File: config.mk
export PLATFORM = sky130hd
export DESIGN_NAME = window_generator
export DESIGN_NICKNAME = d
export VERILOG_FILES = /design/src/rtl/window_generator.sv
export SDC_FILE = /design/constraint.sdc
export NUM_CORES = 1
export LEC_CHECK = 0
export CORE_UTILIZATION = 49
export DETAILED_ROUTE_END_ITERATION = 16
export PLACE_DENSITY = 0.81
export SLEW_MARGIN = 0
export SYNTH_ARGS = -nofsm -noshare
export SYNTH_HDL_FRONTEND = slang
export SYNTH_SLANG_ARGS = --single-unit
File: constraint.sdc
create_clock -name Clock -period 3 [get_ports Clock]
set_input_delay 0.3 -clock Clock [delete_from_list [all_inputs] [get_ports Clock]]
set_output_delay 0.3 -clock Clock [all_outputs]
set_load 0.01 [all_outputs]
File: src/rtl/window_generator.sv
// window_generator
//   Builds an n x n sliding window over a binary raster-scan image using an
//   external line buffer that stores the previous n-1 rows, one (n-1)-bit
//   word per column.
//
// Ports
//   Clock          : sole clock, rising edge
//   Reset          : asynchronous, active-high; clears window, counters, FSM
//   PixelValid     : Pixel carries a raster-order pixel this cycle
//   Pixel          : binary pixel value
//   LineData       : line-buffer read data at BufAddr (bit 0 = oldest row)
//   BufWriteEnable : line-buffer write strobe (mirrors PixelValid)
//   BufAddr        : line-buffer address = current column
//   Window         : bit r*n+c = row r (0 oldest), column c (n-1 newest)
//   WindowValid    : Window holds a complete in-image neighbourhood
//   FrameDone      : one-cycle pulse after the last pixel of a frame
module window_generator #(
   parameter int AddrWidth   = 3,
   parameter int ImageWidth  = 7,
   parameter int ImageHeight = 5,
   parameter int WindowSize  = 3
) (
   input  logic                               Clock,
   input  logic                               Reset,
   input  logic                               PixelValid,
   input  logic                               Pixel,
   input  logic [WindowSize-2:0]              LineData,
   output logic                               BufWriteEnable,
   output logic [AddrWidth-1:0]               BufAddr,
   output logic [WindowSize*WindowSize-1:0]   Window,
   output logic                               WindowValid,
   output logic                               FrameDone
);

   localparam int N    = WindowSize;
   localparam int RowW = (ImageHeight > 1) ? $clog2(ImageHeight) : 1;

   localparam logic [AddrWidth-1:0] ColLast     = AddrWidth'(ImageWidth - 1);
   localparam logic [AddrWidth-1:0] ColWinStart = AddrWidth'(N - 1);
   localparam logic [RowW-1:0]      RowLast     = RowW'(ImageHeight - 1);
   localparam logic [RowW-1:0]      RowFillEnd  = RowW'(N - 2);

   typedef enum logic {
      FILL = 1'b0,
      RUN  = 1'b1
   } state_t;

   state_t                 state;
   logic [AddrWidth-1:0]   col;
   logic [RowW-1:0]        row;
   logic [N*N-1:0]         win_p1;
   logic                   vld_p1;
   logic                   done_p1;
   logic [N-1:0]           col_vec;
   logic [N*N-1:0]         win_next;

   // The line buffer is written in the same cycle it is read, so LineData is
   // the pre-write word; the external buffer is responsible for shifting it.
   assign BufWriteEnable = PixelValid;
   assign BufAddr        = col;

   // Newest column: current pixel on top of the buffered rows.
   assign col_vec = {Pixel, LineData};

   always_comb begin
      win_next = win_p1;
      for (int r = 0; r < N; r++) begin
         for (int c = 0; c < N - 1; c++) begin
            win_next[r*N + c] = win_p1[r*N + c + 1];
         end
         win_next[r*N + N - 1] = col_vec[r];
      end
   end

   // Stage p1: window shift, position counters, FSM and registered flags.
   // Columns are never cleared at row wrap; the stale ones are hidden by
   // requiring col >= n-1 before WindowValid is raised.
   always_ff @(posedge Clock or posedge Reset) begin
      if (Reset) begin
         state   <= FILL;
         col     <= '0;
         row     <= '0;
         win_p1  <= '0;
         vld_p1  <= 1'b0;
         done_p1 <= 1'b0;
      end else begin
         vld_p1  <= 1'b0;
         done_p1 <= 1'b0;
         if (PixelValid) begin
            win_p1 <= win_next;
            vld_p1 <= (state == RUN) && (col >= ColWinStart);
            if (col == ColLast) begin
               col <= '0;
               if (row == RowLast) begin
                  row     <= '0;
                  done_p1 <= 1'b1;
               end else begin
                  row <= row + RowW'(1);
               end
               case (state)
                  FILL:    if (row == RowFillEnd) state <= RUN;
                  RUN:     if (row == RowLast)    state <= FILL;
                  default: state <= FILL;
               endcase
            end else begin
               col <= col + AddrWidth'(1);
            end
         end
      end
   end

   assign Window      = win_p1;
   assign WindowValid = vld_p1;
   assign FrameDone   = done_p1;

endmodule

==> results of run 1 <==
[synth_stat cells (all sizes together), types with 2 or more instances]
cell,number,share of area (%)
a21oi,2,1.8
buf,3,3.3
dfrtp,18,57
ha,3,4.8
inv,3,1.4
mux2,11,16
nand2,6,2.9
nor2,2,0.96
o21ai,6,3.8
[critical path, stage by stage]
cell and delay, ns:
sky130_fd_sc_hd__clkdlybuf4s50_1 0.46, sky130_fd_sc_hd__buf_4 0.22, sky130_fd_sc_hd__clkdlybuf4s50_1 0.57
[registers in the layout (all words and copies together) (netlist names)]
name and count:
BufAddr 3, FrameDone 1, Window 9, WindowValid 1
row 3, state 1
[worst paths after layout]
path                            startpoint        endpoint  cells past startpoint
worst max-delay path            PixelValid  BufWriteEnable                      3
worst min-delay path                 Reset      BufAddr[2]                      2
worst max register to register      row[0]           state                      5
worst min register to register      row[2]          row[2]                      1
max in group asynchronous            Reset      BufAddr[0]                      2
min in group Clock                  row[2]          row[2]                      1
[through the flow]
| step | hold WS [ns] | utilization, % | power (µW) | area (µm²) | setup WS, ns |
|---|---|---|---|---|---|
| finish | 0.4008 | 66.94 | 734.5 | 1008 | 1.154 |
| floorplan | 0.2386 | - | 504.4 | 784.5 | 1.960 |
| CTS | 0.4188 | 66.94 | 742.4 | 1008 | 1.153 |
| global route | 0.4704 | 66.94 | 785.3 | 1008 | 1.125 |
| detailed placement | 0.4872 | 65.45 | 625.1 | 985.9 | 1.157 |
| global placement | 0.4684 | 65.45 | 608.0 | 985.9 | 1.172 |
[layout make-up]
cell class | count | area (µm²) | share of cell area, %
timing repair buffer | 21 | 207.7 | 20.60
clock buffer | 3 | 22.52 | 2.233
sequential | 18 | 450.4 | 44.66
inverter | 3 | 11.26 | 1.117
multi-input combinational | 37 | 296.5 | 29.40
tap | 16 | 20.02 | 1.985
[routing by layer]
layer	vias to the layer above	global-route usage, %	share of wire [%]
met5	-	0	0
met3	4	2.586	4.1
met1	258	21.39	44
met4	0	9.375	1.8
met2	16	29.06	50
li1	252	-	-
[where the power goes]
group | total, µW | switching (µW) | leakage (µW) | internal (µW)
clock network | 112 | 65.6 | 0.0000138 | 46.6
registers | 368 | 65.2 | 0.000221 | 303
logic | 254 | 107 | 0.000216 | 148
total | 734 | 238 | 0.000451 | 497
[kinds of logic after synthesis]
logic type / Yosys count
AO/OA/AOI/OAI: 9
adder cells (fa/ha/maj): 3
buffers and inverters: 6
flip-flops: 18
multiplexers: 11
AND/OR/NAND/NOR: 14
==> flow_summary.ini, run 1 <==
[run_status]
status = finished, final reports clean

[logic_synthesis]
synthesis.area_um2 = 784.5
ys_seq_elements = 18
synth_top_family_by_area = multiplexers
synth_mux_area_share_pct = 15.79
ys_dominant_reg_cell = sky130_fd_sc_hd__dfrtp_1
gate_count_after_technology_mapping = 61
synth_seq_area_share_pct = 57.42
synth.avg_cell_area_um2 = 12.86
xor_and_xnor_area_share_after_synthesis_pct = 0
ys.warnings.count = 0
synthAdderAreaFrac_pct = 4.785
compound_cell_area_share_of_the_yosys_netlist_pct = 6.858
synth_edf_count = 0
yosys.cell_types.count = 19
syn_nets = 70
synth_simple_gate_area_share_pct = 10.37
ys_async_sr_fraction_pct = 100.0

[routing]
dr_total_vias = 530
drt_first_iter_violations = 7
avgViaCountPerCell = 5.408
drcViolationCount = 0
dr.pass1.iters = 4
wl_um = 1368
drt-wirelength-per-cell_um = 13.96
ant_nets = 0

[floorplanning]
core.rowCount = 14
core-area_um2 = 1506
start_util_pct = 52.08
floorplan.die.width_um = 42.01
io_pins = 21
chipHeight_um = 42.01
die_area_um2 = 1765

[place]
dpl.cell_count = 95
port_buffers = 20
hpwl_after_detailed_placement_um = 976.7
gpl.final_weighted_congestion = 0.7410

[cells_and_area]
antennaDiodeCount = 0
drive_gt1_share_pct = 21.95
layout_commonest_cell = sky130_fd_sc_hd__clkdlybuf4s50_1
final_nets = 93
final_cell_mix = 20 x sky130_fd_sc_hd__clkdlybuf4s50_1, 18 x sky130_fd_sc_hd__dfrtp_1, 11 x sky130_fd_sc_hd__mux2_2
fill_cells = 122
finish.cell_count_without_fillers = 98
area_growth_syn_to_layout_pct = 28.55

[global_route]
global_route.overflow_total = 0
grtUsageTotal_pct = 17.28
antenna_found_initial = 0
first_global_vias = 501
grt_pass1_wl_um = 2228
grt_max_degree = 19

[clock_tree]
cts-root-buf = sky130_fd_sc_hd__clkbuf_4
clock_latency_ns = 0.28
tritoncts.num_buffers = 3
cts.repair_timing.setup_buffer_count = 0
path_clk_slew_ns = 0.09
cts-resized-gates = 0
post_cts_hold_buffer_count = 0
cts-root-to-sink-buffers = 2
tritoncts = yes
ctsHtreeMaxLevel = 1
clock_sink_count = 18

[critical_path]
worst_setup_path_end_kind = output pin
arrival_ns = 1.55
timing.critical_path.from_type = input port
rrSetupSlack_ns = 1.87
crit_fanout = 17
timing.critical_path.required_ns = 2.70
crit_type = input port to output pin

[timing]
hold_violation_total_from_the_final_report = 0
finalWorstPathRequiredPeriod_ns = 1.846
rsz0062_at_grt = false
setup_viol = 0
clock_skew_ns = 0.005218
worst_slew_margin_rel_pct = 55.63
max_freq_mhz = 541.8
maxSlewViolCount = 0
period_share_pct = 61.53
setup_tns_final_ns = 0
worst-slew-pin-transition_ns = 0.6647

[pwr]
power.leakage_uw = 0.0004509
power_density_nw_per_um2 = 728.3
vdd_ir_drop_max_mv = 0.4053

[run]
maxCapViolCount = 0

[hold_path]
hold_class = input port to async pin
Power figures use the tool's default switching activity.
==> run 2: changes to the inputs <==
--- a/config.mk
+++ b/config.mk
@@ -5,9 +5,9 @@
 export SDC_FILE = /design/constraint.sdc
 export NUM_CORES = 1
 export LEC_CHECK = 0
-export CORE_UTILIZATION = 49
+export CORE_UTILIZATION = 41
 export DETAILED_ROUTE_END_ITERATION = 16
-export PLACE_DENSITY = 0.81
+export PLACE_DENSITY = 0.72
 export SLEW_MARGIN = 0
 export SYNTH_ARGS = -nofsm -noshare
 export SYNTH_HDL_FRONTEND = slang
==> constraint.sdc (replaced) <==
create_clock -name Clock -period 1.6 [get_ports Clock]
set_input_delay 0.16 -clock Clock [delete_from_list [all_inputs] [get_ports Clock]]
set_output_delay 0.16 -clock Clock [all_outputs]
set_load 0.01 [all_outputs]
==> flow_summary.ini, run 2 (same netlist as run 1, synthesis figures left out) <==
[clock_tree]
cts-root-to-sink-buffers = 2
tritoncts.num_buffers = 3
cts.repair_timing.setup_buffer_count = 0
tritoncts = yes
path_clk_slew_ns = 0.10
cts-root-buf = sky130_fd_sc_hd__clkbuf_4
ctsHtreeMaxLevel = 1
clock_latency_ns = 0.29
clock_sink_count = 18
cts-resized-gates = 0
post_cts_hold_buffer_count = 0

[cells_and_area]
antennaDiodeCount = 0
drive_gt1_share_pct = 25.00
final_nets = 94
area_growth_syn_to_layout_pct = 32.85
final_cell_mix = 20 x sky130_fd_sc_hd__clkdlybuf4s50_1, 17 x sky130_fd_sc_hd__dfrtp_1, 11 x sky130_fd_sc_hd__mux2_2
layout_commonest_cell = sky130_fd_sc_hd__clkdlybuf4s50_1
largest_register_ff_count = 9

[timing]
max_freq_mhz = 666.2
rsz0062_at_grt = false
worst_hold_slack_ns = 0.1854
setup_tns_final_ns = 0
clock_skew_ns = 0.005556
maxSlewViolCount = 0
finalWorstPathRequiredPeriod_ns = 1.501
worst_slew_margin_rel_pct = 85.26
hold_violation_total_from_the_final_report = 0
setup_viol = 0
worst-slew-pin-transition_ns = 0.2211
period_share_pct = 93.81

[run_status]
status = finished, final reports clean

[place]
gpl.final_weighted_congestion = 0.7123
port_buffers = 20

[critical_path]
path_buf_inv = 1
crit_chain = clkdlybuf4s50_1
timing.critical_path.required_ns = 1.44
cp_top_family = buffers and inverters
timing.critical_path.slowest_cell_delay_ns = 0.58
worst_setup_path_end_kind = output pin
arrival_ns = 1.34
cp_slowest_cell = sky130_fd_sc_hd__clkdlybuf4s50_1
crit_fanout = 8
timing.critical_path.from_type = register
crit_type = register to output pin

[routing]
dr.pass1.iters = 4
wl_um = 1274
drt-wirelength-per-cell_um = 11.69
drt_first_iter_violations = 5
ant_nets = 0
avgViaCountPerCell = 4.661
dr_total_vias = 508
drcViolationCount = 0

[pwr]
power_density_nw_per_um2 = 1371
vdd_ir_drop_max_mv = 0.8078
power.leakage_uw = 0.0004617

[floorplanning]
start_util_pct = 44.47
core.rowCount = 15
core-area_um2 = 1764
die_area_um2 = 2092
chipHeight_um = 45.74
io_pins = 21
floorplan.die.width_um = 45.74

[global_route]
first_global_vias = 485
grt_max_degree = 19
antenna_found_initial = 0
grtUsageTotal_pct = 14.31
grt_pass1_wl_um = 2070
global_route.overflow_total = 0

[hold_path]
hold_class = input port to async pin

[run]
maxCapViolCount = 0
-- run 2: cell count changes in the layout (fill, tap and decap cells not counted) --
| cell | previous run | this run |
|---|---|---|
| sky130_fd_sc_hd__dfrtp_1 | 18 | 17 |
| sky130_fd_sc_hd__dfrtp_2 | 0 | 1 |
| sky130_fd_sc_hd__buf_4 | 1 | 2 |
| sky130_fd_sc_hd__clkbuf_8 | 0 | 1 |
-- run 2: per-stage QoR --
step	setup slack, ns	cell area, µm²	util (%)	power, µW	std cells
after floorplan	0.5603	784.5	-	945.7	61
after global placement	0.1838	1005	56.95	1150	105
after detailed placement	0.1564	1005	56.95	1170	105
after CTS	0.06418	1041	59.01	1448	109
after global routing	0.02545	1042	59.08	1546	109
final	0.09906	1042	59.08	1428	109
-- run 2: worst paths after layout --
check | cells past startpoint | startpoint | end | slack, ns
worst min register to register | 1 | row[2] | row[2] | 0.51
worst min-delay path | 3 | Reset | Window[0] | 0.19
worst max register to register | 5 | row[0] | state | 0.49
worst max-delay path | 1 | BufAddr[2] | BufAddr[2] | 0.1
max in group asynchronous | 3 | Reset | BufAddr[1] | 1.21
min in group Clock | 2 | LineData[0] | Window[2] | 0.48
-- run 2: area by class of cell --
type	count	area, µm²
Sequential cell	18	451.7
Tap cell	25	31.28
Timing Repair Buffer	22	215.2
Fill cell	159	721.9
Clock buffer	4	36.28
Multi-Input combinational cell	37	296.5
Inverter	3	11.26
-- run 2: metal layers --
| metal | track usage [%] | share of wire, % |
|---|---|---|
| met1 | 14.94 | 43 |
| met5 | 0 | 0 |
| met2 | 26.00 | 51 |
| met3 | 2.778 | 4.9 |
| met4 | 8.824 | 0.78 |
-- run 2: power breakdown --
part	leakage, µW	switching, µW	internal, µW
Clock	0.0000210	137	138
Sequential	0.000220	119	570
Combinational	0.000221	188	275
Total	0.000462	444	984
